===== config.mk =====
export PLATFORM = sky130hd
export DESIGN_NAME = apb_reg_slave_flat
export DESIGN_NICKNAME = d
export VERILOG_FILES = /design/src/rtl/apb_pkg.sv /design/src/rtl/apb_reg_slave_if.sv /design/src/rtl/apb_wait_ctr.sv /design/src/rtl/apb_reg_slave.sv /design/src/flat_wrapper.sv
export SDC_FILE = /design/constraint.sdc
export NUM_CORES = 1
export LEC_CHECK = 0
export BUFFER_PORTS_ARGS = -buffer_cell sky130_fd_sc_hd__buf_2
export CAP_MARGIN = 20
export CORE_ASPECT_RATIO = 0.6
export CORE_MARGIN = 5
export CORE_UTILIZATION = 61
export CTS_CLUSTER_SIZE = 20
export DETAILED_ROUTE_END_ITERATION = 10
export PLACE_DENSITY_LB_ADDON = 0.15
export SETUP_SLACK_MARGIN = 0.3
export SLEW_MARGIN = 0
export SYNTH_ARGS = -nofsm -noshare
export SYNTH_HDL_FRONTEND = slang
export SYNTH_SLANG_ARGS = --single-unit

===== constraint.sdc =====
create_clock -name pclk -period 3.14 [get_ports pclk]
set_clock_uncertainty 0.15 [all_clocks]
set_input_delay 0 -clock pclk [delete_from_list [all_inputs] [get_ports pclk]]
set_output_delay 0 -clock pclk [all_outputs]
set_load 0.02 [all_outputs]

===== src/rtl/apb_pkg.sv =====
// Shared types and defaults for the APB register slave and its wait-state counter.
package apb_pkg;

    typedef enum logic [1:0] {
        IDLE   = 2'd0,
        SETUP  = 2'd1,
        ACCESS = 2'd2
    } phase_e;

    localparam int DEF_DATA_W   = 32;
    localparam int DEF_ADDR_W   = 6;
    localparam int DEF_NUM_REGS = 8;
    localparam int DEF_WAIT_CYC = 2;
    localparam int REG0_RST     = 55;

    function automatic phase_e decode_phase(input logic psel, input logic penable);
        phase_e ph;
        if (!psel) begin
            ph = IDLE;
        end else if (!penable) begin
            ph = SETUP;
        end else begin
            ph = ACCESS;
        end
        return ph;
    endfunction

endpackage


===== src/rtl/apb_reg_slave_if.sv =====
// APB bus bundle between a master and the register slave.
interface apb_reg_slave_if
    import apb_pkg::*;
#(
    parameter int ADDR_W = DEF_ADDR_W,
    parameter int DATA_W = DEF_DATA_W
) ();

    logic [ADDR_W-1:0]   paddr;
    logic                psel;
    logic                penable;
    logic                pwrite;
    logic [DATA_W-1:0]   pwdata;
    logic [DATA_W/8-1:0] pstrb;
    logic [DATA_W-1:0]   prdata;
    logic                pready;
    logic                pslverr;

    modport master (
        output paddr, psel, penable, pwrite, pwdata, pstrb,
        input  prdata, pready, pslverr
    );

    modport slave (
        input  paddr, psel, penable, pwrite, pwdata, pstrb,
        output prdata, pready, pslverr
    );

endinterface


===== src/rtl/apb_wait_ctr.sv =====
// Wait-state counter: holds pready low for WAIT_CYC ACCESS cycles of every transfer.
module apb_wait_ctr
    import apb_pkg::*;
#(
    parameter int WAIT_CYC = DEF_WAIT_CYC
) (
    input  logic   pclk,
    input  logic   rst_n,
    input  phase_e phase,
    output logic   pready
);

    localparam logic [2:0] WAIT_LD = 3'(WAIT_CYC);

    logic [2:0] cnt_r;

    // reload outside ACCESS so an abandoned or back-to-back transfer starts afresh
    always_ff @(posedge pclk or negedge rst_n) begin
        if (!rst_n) begin
            cnt_r <= WAIT_LD;
        end else if (phase != ACCESS) begin
            cnt_r <= WAIT_LD;
        end else if (cnt_r != 3'd0) begin
            cnt_r <= cnt_r - 3'd1;
        end else begin
            cnt_r <= cnt_r;
        end
    end

    // ready is forced high while reset is held
    always_comb begin
        pready = 1'b1;
        case (phase)
            ACCESS:  pready = (cnt_r == 3'd0) || !rst_n;
            default: pready = 1'b1;
        endcase
    end

endmodule


===== src/rtl/apb_reg_slave.sv =====
// APB register slave: strobed word registers, read-only read counter at index 0,
// configurable wait states and error response for bad index or read-only writes.
module apb_reg_slave
    import apb_pkg::*;
#(
    parameter int                  DATA_W   = DEF_DATA_W,
    parameter int                  ADDR_W   = DEF_ADDR_W,
    parameter int                  NUM_REGS = DEF_NUM_REGS,
    parameter int                  WAIT_CYC = DEF_WAIT_CYC,
    parameter logic [NUM_REGS-1:0] RO_MASK  = NUM_REGS'(1)
) (
    input  logic             pclk,
    input  logic             rst_n,
    apb_reg_slave_if.slave   bus
);

    localparam int NBYTES  = DATA_W / 8;
    localparam int IDX_LSB = $clog2(NBYTES);
    localparam int IDX_W   = ADDR_W - IDX_LSB;
    localparam logic [DATA_W-1:0] REG0_INIT = DATA_W'(REG0_RST);

    phase_e              phase_s;
    logic                pready_s;
    logic                complete_s;
    logic                err_s;
    logic                wr_en_s;
    logic                rd_ok_s;
    logic [IDX_W-1:0]    idx_s;
    logic [NUM_REGS-1:0] sel_s;
    logic [DATA_W-1:0]   rdata_s;
    logic                unused_addr_s;
    logic [DATA_W-1:0]   regs_r [NUM_REGS];

    function automatic logic [DATA_W-1:0] merge_bytes(
        input logic [DATA_W-1:0] old_v,
        input logic [DATA_W-1:0] new_v,
        input logic [NBYTES-1:0] strb
    );
        logic [DATA_W-1:0] res;
        res = old_v;
        for (int b = 0; b < NBYTES; b++) begin
            if (strb[b]) begin
                res[b*8 +: 8] = new_v[b*8 +: 8];
            end else begin
                res[b*8 +: 8] = old_v[b*8 +: 8];
            end
        end
        return res;
    endfunction

    assign phase_s       = decode_phase(bus.psel, bus.penable);
    assign unused_addr_s = ^bus.paddr;

    apb_wait_ctr #(
        .WAIT_CYC (WAIT_CYC)
    ) u_wait_ctr (
        .pclk   (pclk),
        .rst_n  (rst_n),
        .phase  (phase_s),
        .pready (pready_s)
    );

    // index decode, error detection, read mux and completion qualifiers
    always_comb begin
        idx_s   = bus.paddr[ADDR_W-1:IDX_LSB];
        sel_s   = {NUM_REGS{1'b0}};
        rdata_s = {DATA_W{1'b0}};
        for (int i = 0; i < NUM_REGS; i++) begin
            if (idx_s == IDX_W'(i)) begin
                sel_s[i] = 1'b1;
                rdata_s  = regs_r[i];
            end else begin
                sel_s[i] = 1'b0;
            end
        end
        err_s      = (sel_s == {NUM_REGS{1'b0}}) ||
                     (bus.pwrite && ((sel_s & RO_MASK) != {NUM_REGS{1'b0}}));
        complete_s = rst_n && (phase_s == ACCESS) && pready_s;
        wr_en_s    = complete_s && bus.pwrite && !err_s;
        rd_ok_s    = complete_s && !bus.pwrite && !err_s;
    end

    assign bus.pready  = pready_s;
    assign bus.pslverr = complete_s && err_s;
    assign bus.prdata  = rd_ok_s ? rdata_s : {DATA_W{1'b0}};

    // register 0 counts error-free reads (returning the old value); others take strobed writes
    always_ff @(posedge pclk or negedge rst_n) begin
        if (!rst_n) begin
            regs_r[0] <= REG0_INIT;
            for (int i = 1; i < NUM_REGS; i++) begin
                regs_r[i] <= {DATA_W{1'b0}};
            end
        end else begin
            if (rd_ok_s) begin
                regs_r[0] <= regs_r[0] + DATA_W'(1);
            end else begin
                regs_r[0] <= regs_r[0];
            end
            for (int i = 1; i < NUM_REGS; i++) begin
                if (wr_en_s && sel_s[i]) begin
                    regs_r[i] <= merge_bytes(regs_r[i], bus.pwdata, bus.pstrb);
                end else begin
                    regs_r[i] <= regs_r[i];
                end
            end
        end
    end

endmodule


===== src/flat_wrapper.sv =====
// flat-port wrapper written by rule: the top's interface ports become plain ports
module apb_reg_slave_flat import apb_pkg::*;
#(
    parameter int                  DATA_W   = DEF_DATA_W,
    parameter int                  ADDR_W   = DEF_ADDR_W,
    parameter int                  NUM_REGS = DEF_NUM_REGS,
    parameter int                  WAIT_CYC = DEF_WAIT_CYC,
    parameter logic [NUM_REGS-1:0] RO_MASK  = NUM_REGS'(1)
)
  (pclk, rst_n, bus_paddr, bus_psel, bus_penable, bus_pwrite, bus_pwdata, bus_pstrb, bus_prdata, bus_pready, bus_pslverr);
  apb_reg_slave_if #(.ADDR_W(ADDR_W), .DATA_W(DATA_W)) bus_i ();
  input  logic pclk;
  input  logic rst_n;
  input wire logic [$bits(bus_i.paddr)-1:0] bus_paddr;
  input wire logic [$bits(bus_i.psel)-1:0] bus_psel;
  input wire logic [$bits(bus_i.penable)-1:0] bus_penable;
  input wire logic [$bits(bus_i.pwrite)-1:0] bus_pwrite;
  input wire logic [$bits(bus_i.pwdata)-1:0] bus_pwdata;
  input wire logic [$bits(bus_i.pstrb)-1:0] bus_pstrb;
  output wire logic [$bits(bus_i.prdata)-1:0] bus_prdata;
  output wire logic [$bits(bus_i.pready)-1:0] bus_pready;
  output wire logic [$bits(bus_i.pslverr)-1:0] bus_pslverr;
  assign bus_i.paddr = bus_paddr;
  assign bus_i.psel = bus_psel;
  assign bus_i.penable = bus_penable;
  assign bus_i.pwrite = bus_pwrite;
  assign bus_i.pwdata = bus_pwdata;
  assign bus_i.pstrb = bus_pstrb;
  assign bus_prdata = bus_i.prdata;
  assign bus_pready = bus_i.pready;
  assign bus_pslverr = bus_i.pslverr;
  apb_reg_slave #(.DATA_W(DATA_W), .ADDR_W(ADDR_W), .NUM_REGS(NUM_REGS), .WAIT_CYC(WAIT_CYC), .RO_MASK(RO_MASK)) u_core (.pclk(pclk), .rst_n(rst_n), .bus(bus_i));
endmodule

==> results_dict.tcl <==
set metrics [dict create \
    ys_seq_elements 259 \
    grt_overflow 0 \
    synth_top_area_share_pct 49.5 \
    synthTopCellsByArea "dfrtp_1 49%, mux2_2 20%, nor2_1 1.7%" \
    clk_latency_ps 530 \
    cts-root-buf "clkbuf_16" \
    ys_seq_area_share_pct 50.7 \
    final.period_utilization_pct 88.6 \
    place_area_sq_mm 0.0136 \
    synthSimpleGateAreaFrac_pct 11.6 \
    status "complete, no violations" \
    globalplace.congestion 0.872 \
    route.final.wire_length_microns 36200 \
    syn_to_final_growth_pct 16.2 \
    whs_ps 67.7 \
    synth_cell_types 59 \
    cp.arrival_ps 2630 \
    coreArea_sq_mm 0.0208 \
    numPlacedInstances 1377 \
    grt_max_degree 76 \
    grt_antenna_before_repair 0 \
    rows 41 \
    yosysWarnings 0 \
    path_clk_slew_ps 70 \
    post-route-util_pct 71.4 \
    grt_usage_pct 30.2 \
    clockBufferDepth 3 \
    syn_nets 1089 \
    instances_no_fill 1461 \
    hpwl_microns 23000 \
    die_height_microns 122 \
    critical_path.startpoint "u_core.u_wait_ctr.cnt_r[0]$_DFFE_PN0P_" \
    synth-edff-count 0 \
    synth.area.mux_share_pct 22.9 \
    synth_top_family_by_area "multiplexers" \
    cts_sinks 259 \
    worstPathRequired_ps 2990 \
    n_antenna_cell 0 \
    hold_class "in2async" \
    routed_via_density 6.42 \
    criticalPathCategory "reg2out" \
    timing.rr.start "u_core.u_wait_ctr.cnt_r[0]$_DFFE_PN0P_" \
    setup_viol 0 \
    drive_gt1_share_pct 37.3 \
    initial_core_util_pct 61.5 \
    yosys.area.top_type "dfrtp_1" \
    synth_compound_area_share_pct 9.78 \
    dieArea_sq_mm 0.0241 \
    wl_per_cell_microns 24.8 \
    fin_nets 1216 \
    setup.worst_path.end_class "output pin" \
    cts-buffers-inserted 24 \
    rsz0062_at_grt "false" \
    synth.avg_cell_area_sq_um 12.3 \
    startpoint_type "register" \
    period_minus_slack_ps 2780 \
    stdcell_area_sq_mm 0.0149 \
    cellPowerDensity_mw_per_mm2 452 \
    grt_pass1_vias 9621 \
    cts_tree "yes" \
    io_pins 81 \
    synth-xor-area-share_pct 2.19 \
    cellLeakagePower_nw 7.16 \
    synth_area_sq_mm 0.0128 \
    grt_pass1_wl_microns 56300 \
    ys.flop_type "dfrtp_1" \
    ant_nets 0 \
    relSlewSlack_pct 33.9 \
    post-route-drc-count 0 \
    max_freq_mhz 359 \
    finalSetupTns_ps 0 \
    async_flop_share_pct 100 \
    worst_pin_slew_ps 992 \
    yosysMostFrequentCell "dfrtp_1" \
    crit_fanout 9 \
    slew_violations 0 \
    cts-htree-levels 1 \
    max-vdd-ir-drop_mv 0.373 \
    drtIter0Drc 709 \
    hold_viol 0 \
    via_count 9380 \
    synthAdderAreaFrac_pct 0.293 \
    io_buffers 78 \
    synth_top_cells_by_count "253 x dfrtp_1, 222 x mux2_2, 57 x nor2_1" \
    first_pass_iters 5 \
    synthCells 1039 \
    die_x_microns 197 \
    maxCapViolCount 0 \
]
## path summary, 6_finish.rpt
path | depth (start not counted) | end | slack [ps]
setup reg to reg | 6 | u_core.regs_r[249]$_DFFE_PN0P_ | 460
hold reg to reg | 1 | u_core.regs_r[138]$_DFFE_PN0P_ | 340
hold / removal | 3 | u_core.u_wait_ctr.cnt_r[0]$_DFFE_PN0P_ | 70
max in group asynchronous | 4 | u_core.regs_r[82]$_DFFE_PN0P_ | 1540
min in group pclk | 3 | u_core.regs_r[99]$_DFFE_PN0P_ | 80
setup / recovery | 8 | bus_prdata[0] | 360
## metal layers
metal	track usage, %	wire length [microns]	up-vias	part of all wire, %
li1	-	-	4126	-
met2	45.3	15800	346	44
met3	5.60	2810	70	7.8
met5	0	0	-	0
met4	9.57	1070	0	3.0
met1	45.0	16500	4838	46
## per-stage QoR
| step | total power [mW] | setup WS (ps) |
|---|---|---|
| finish | 6.72 | 358 |
| global route | 6.93 | 271 |
| CTS | 6.74 | 291 |
| detailed placement | 3.90 | 410 |
| global placement | 3.89 | 431 |
| floorplan | 3.66 | 712 |
## where the power goes
part / internal [mW] / switching (mW)
sequential: 3.36 / 0.0154
combinational: 0.170 / 0.341
clock: 1.60 / 1.23
total: 5.13 / 1.59
## layout make-up
type	count	area, sq um
clock buffers	40	742
inverters	17	63.8
well taps	279	349
repair buffers	158	1150
fillers	1506	5950
clock inverters	2	10.0
flip-flops and latches	259	6490
multi-input cells	706	6070
## cells by family (layout without fill, tap and decap cells)
| kind of cell | Yosys count | after routing |
|---|---|---|
| buffers and inverters | 74 | 217 |
| multiplexers | 257 | 257 |
| AND/OR/NAND/NOR | 239 | 239 |
| AO/OA/AOI/OAI | 175 | 175 |
| XOR/XNOR | 32 | 32 |
| flip-flops | 259 | 259 |
| adder cells (fa/ha/maj) | 3 | 3 |
## flip-flops by register name, indices dropped and copies added, names as in the netlist
signal                   flops
u_core.regs_r              256
u_core.u_wait_ctr.cnt_r      3
## worst max-delay path, cell delays in order, from the launching register on
cell and delay (ps):
dfrtp_1 370, inv_1 100, ha_1 240, nand2b_4 130, nor3_4 290, nand2_4 180, buf_4 250, o31ai_1 320
buf_2 230
## layout by cell type, fill, tap and decap left out, drive strengths merged, types with 5 or more instances in the layout
| cell type | instances |
|---|---|
| a211oi | 13 |
| xor2 | 18 |
| o22a | 10 |
| inv | 17 |
| nand2 | 44 |
| dlygate4sd3 | 38 |
| or3 | 10 |
| o211ai | 7 |
| nor4 | 23 |
| mux2 | 231 |
| dfrtp | 253 |
| a21oi | 36 |
| and4 | 5 |
| nand4 | 11 |
| clkbuf | 41 |
| dfstp | 6 |
| o21ai | 36 |
| o31ai | 13 |
| o221a | 18 |
| nor2 | 65 |
| nand2b | 12 |
| buf | 119 |
| mux2i | 20 |
| nand3 | 27 |
| nor3 | 11 |
| a32oi | 18 |
| xnor2 | 14 |
| a221oi | 8 |
| mux4 | 6 |
| nor2b | 12 |
## what timing repair did
action / in CTS / in global routing
pin swaps: 1 / 1
endpoints found under the hold margin: 419 / 0
endpoints found under the setup margin: 24 / 25
gates resized for setup: 4 / 13
cloned: 0 / 2
setup buffers: 1 / 1
hold buffers: 38 / 0
(Power assumes the default switching activity.)
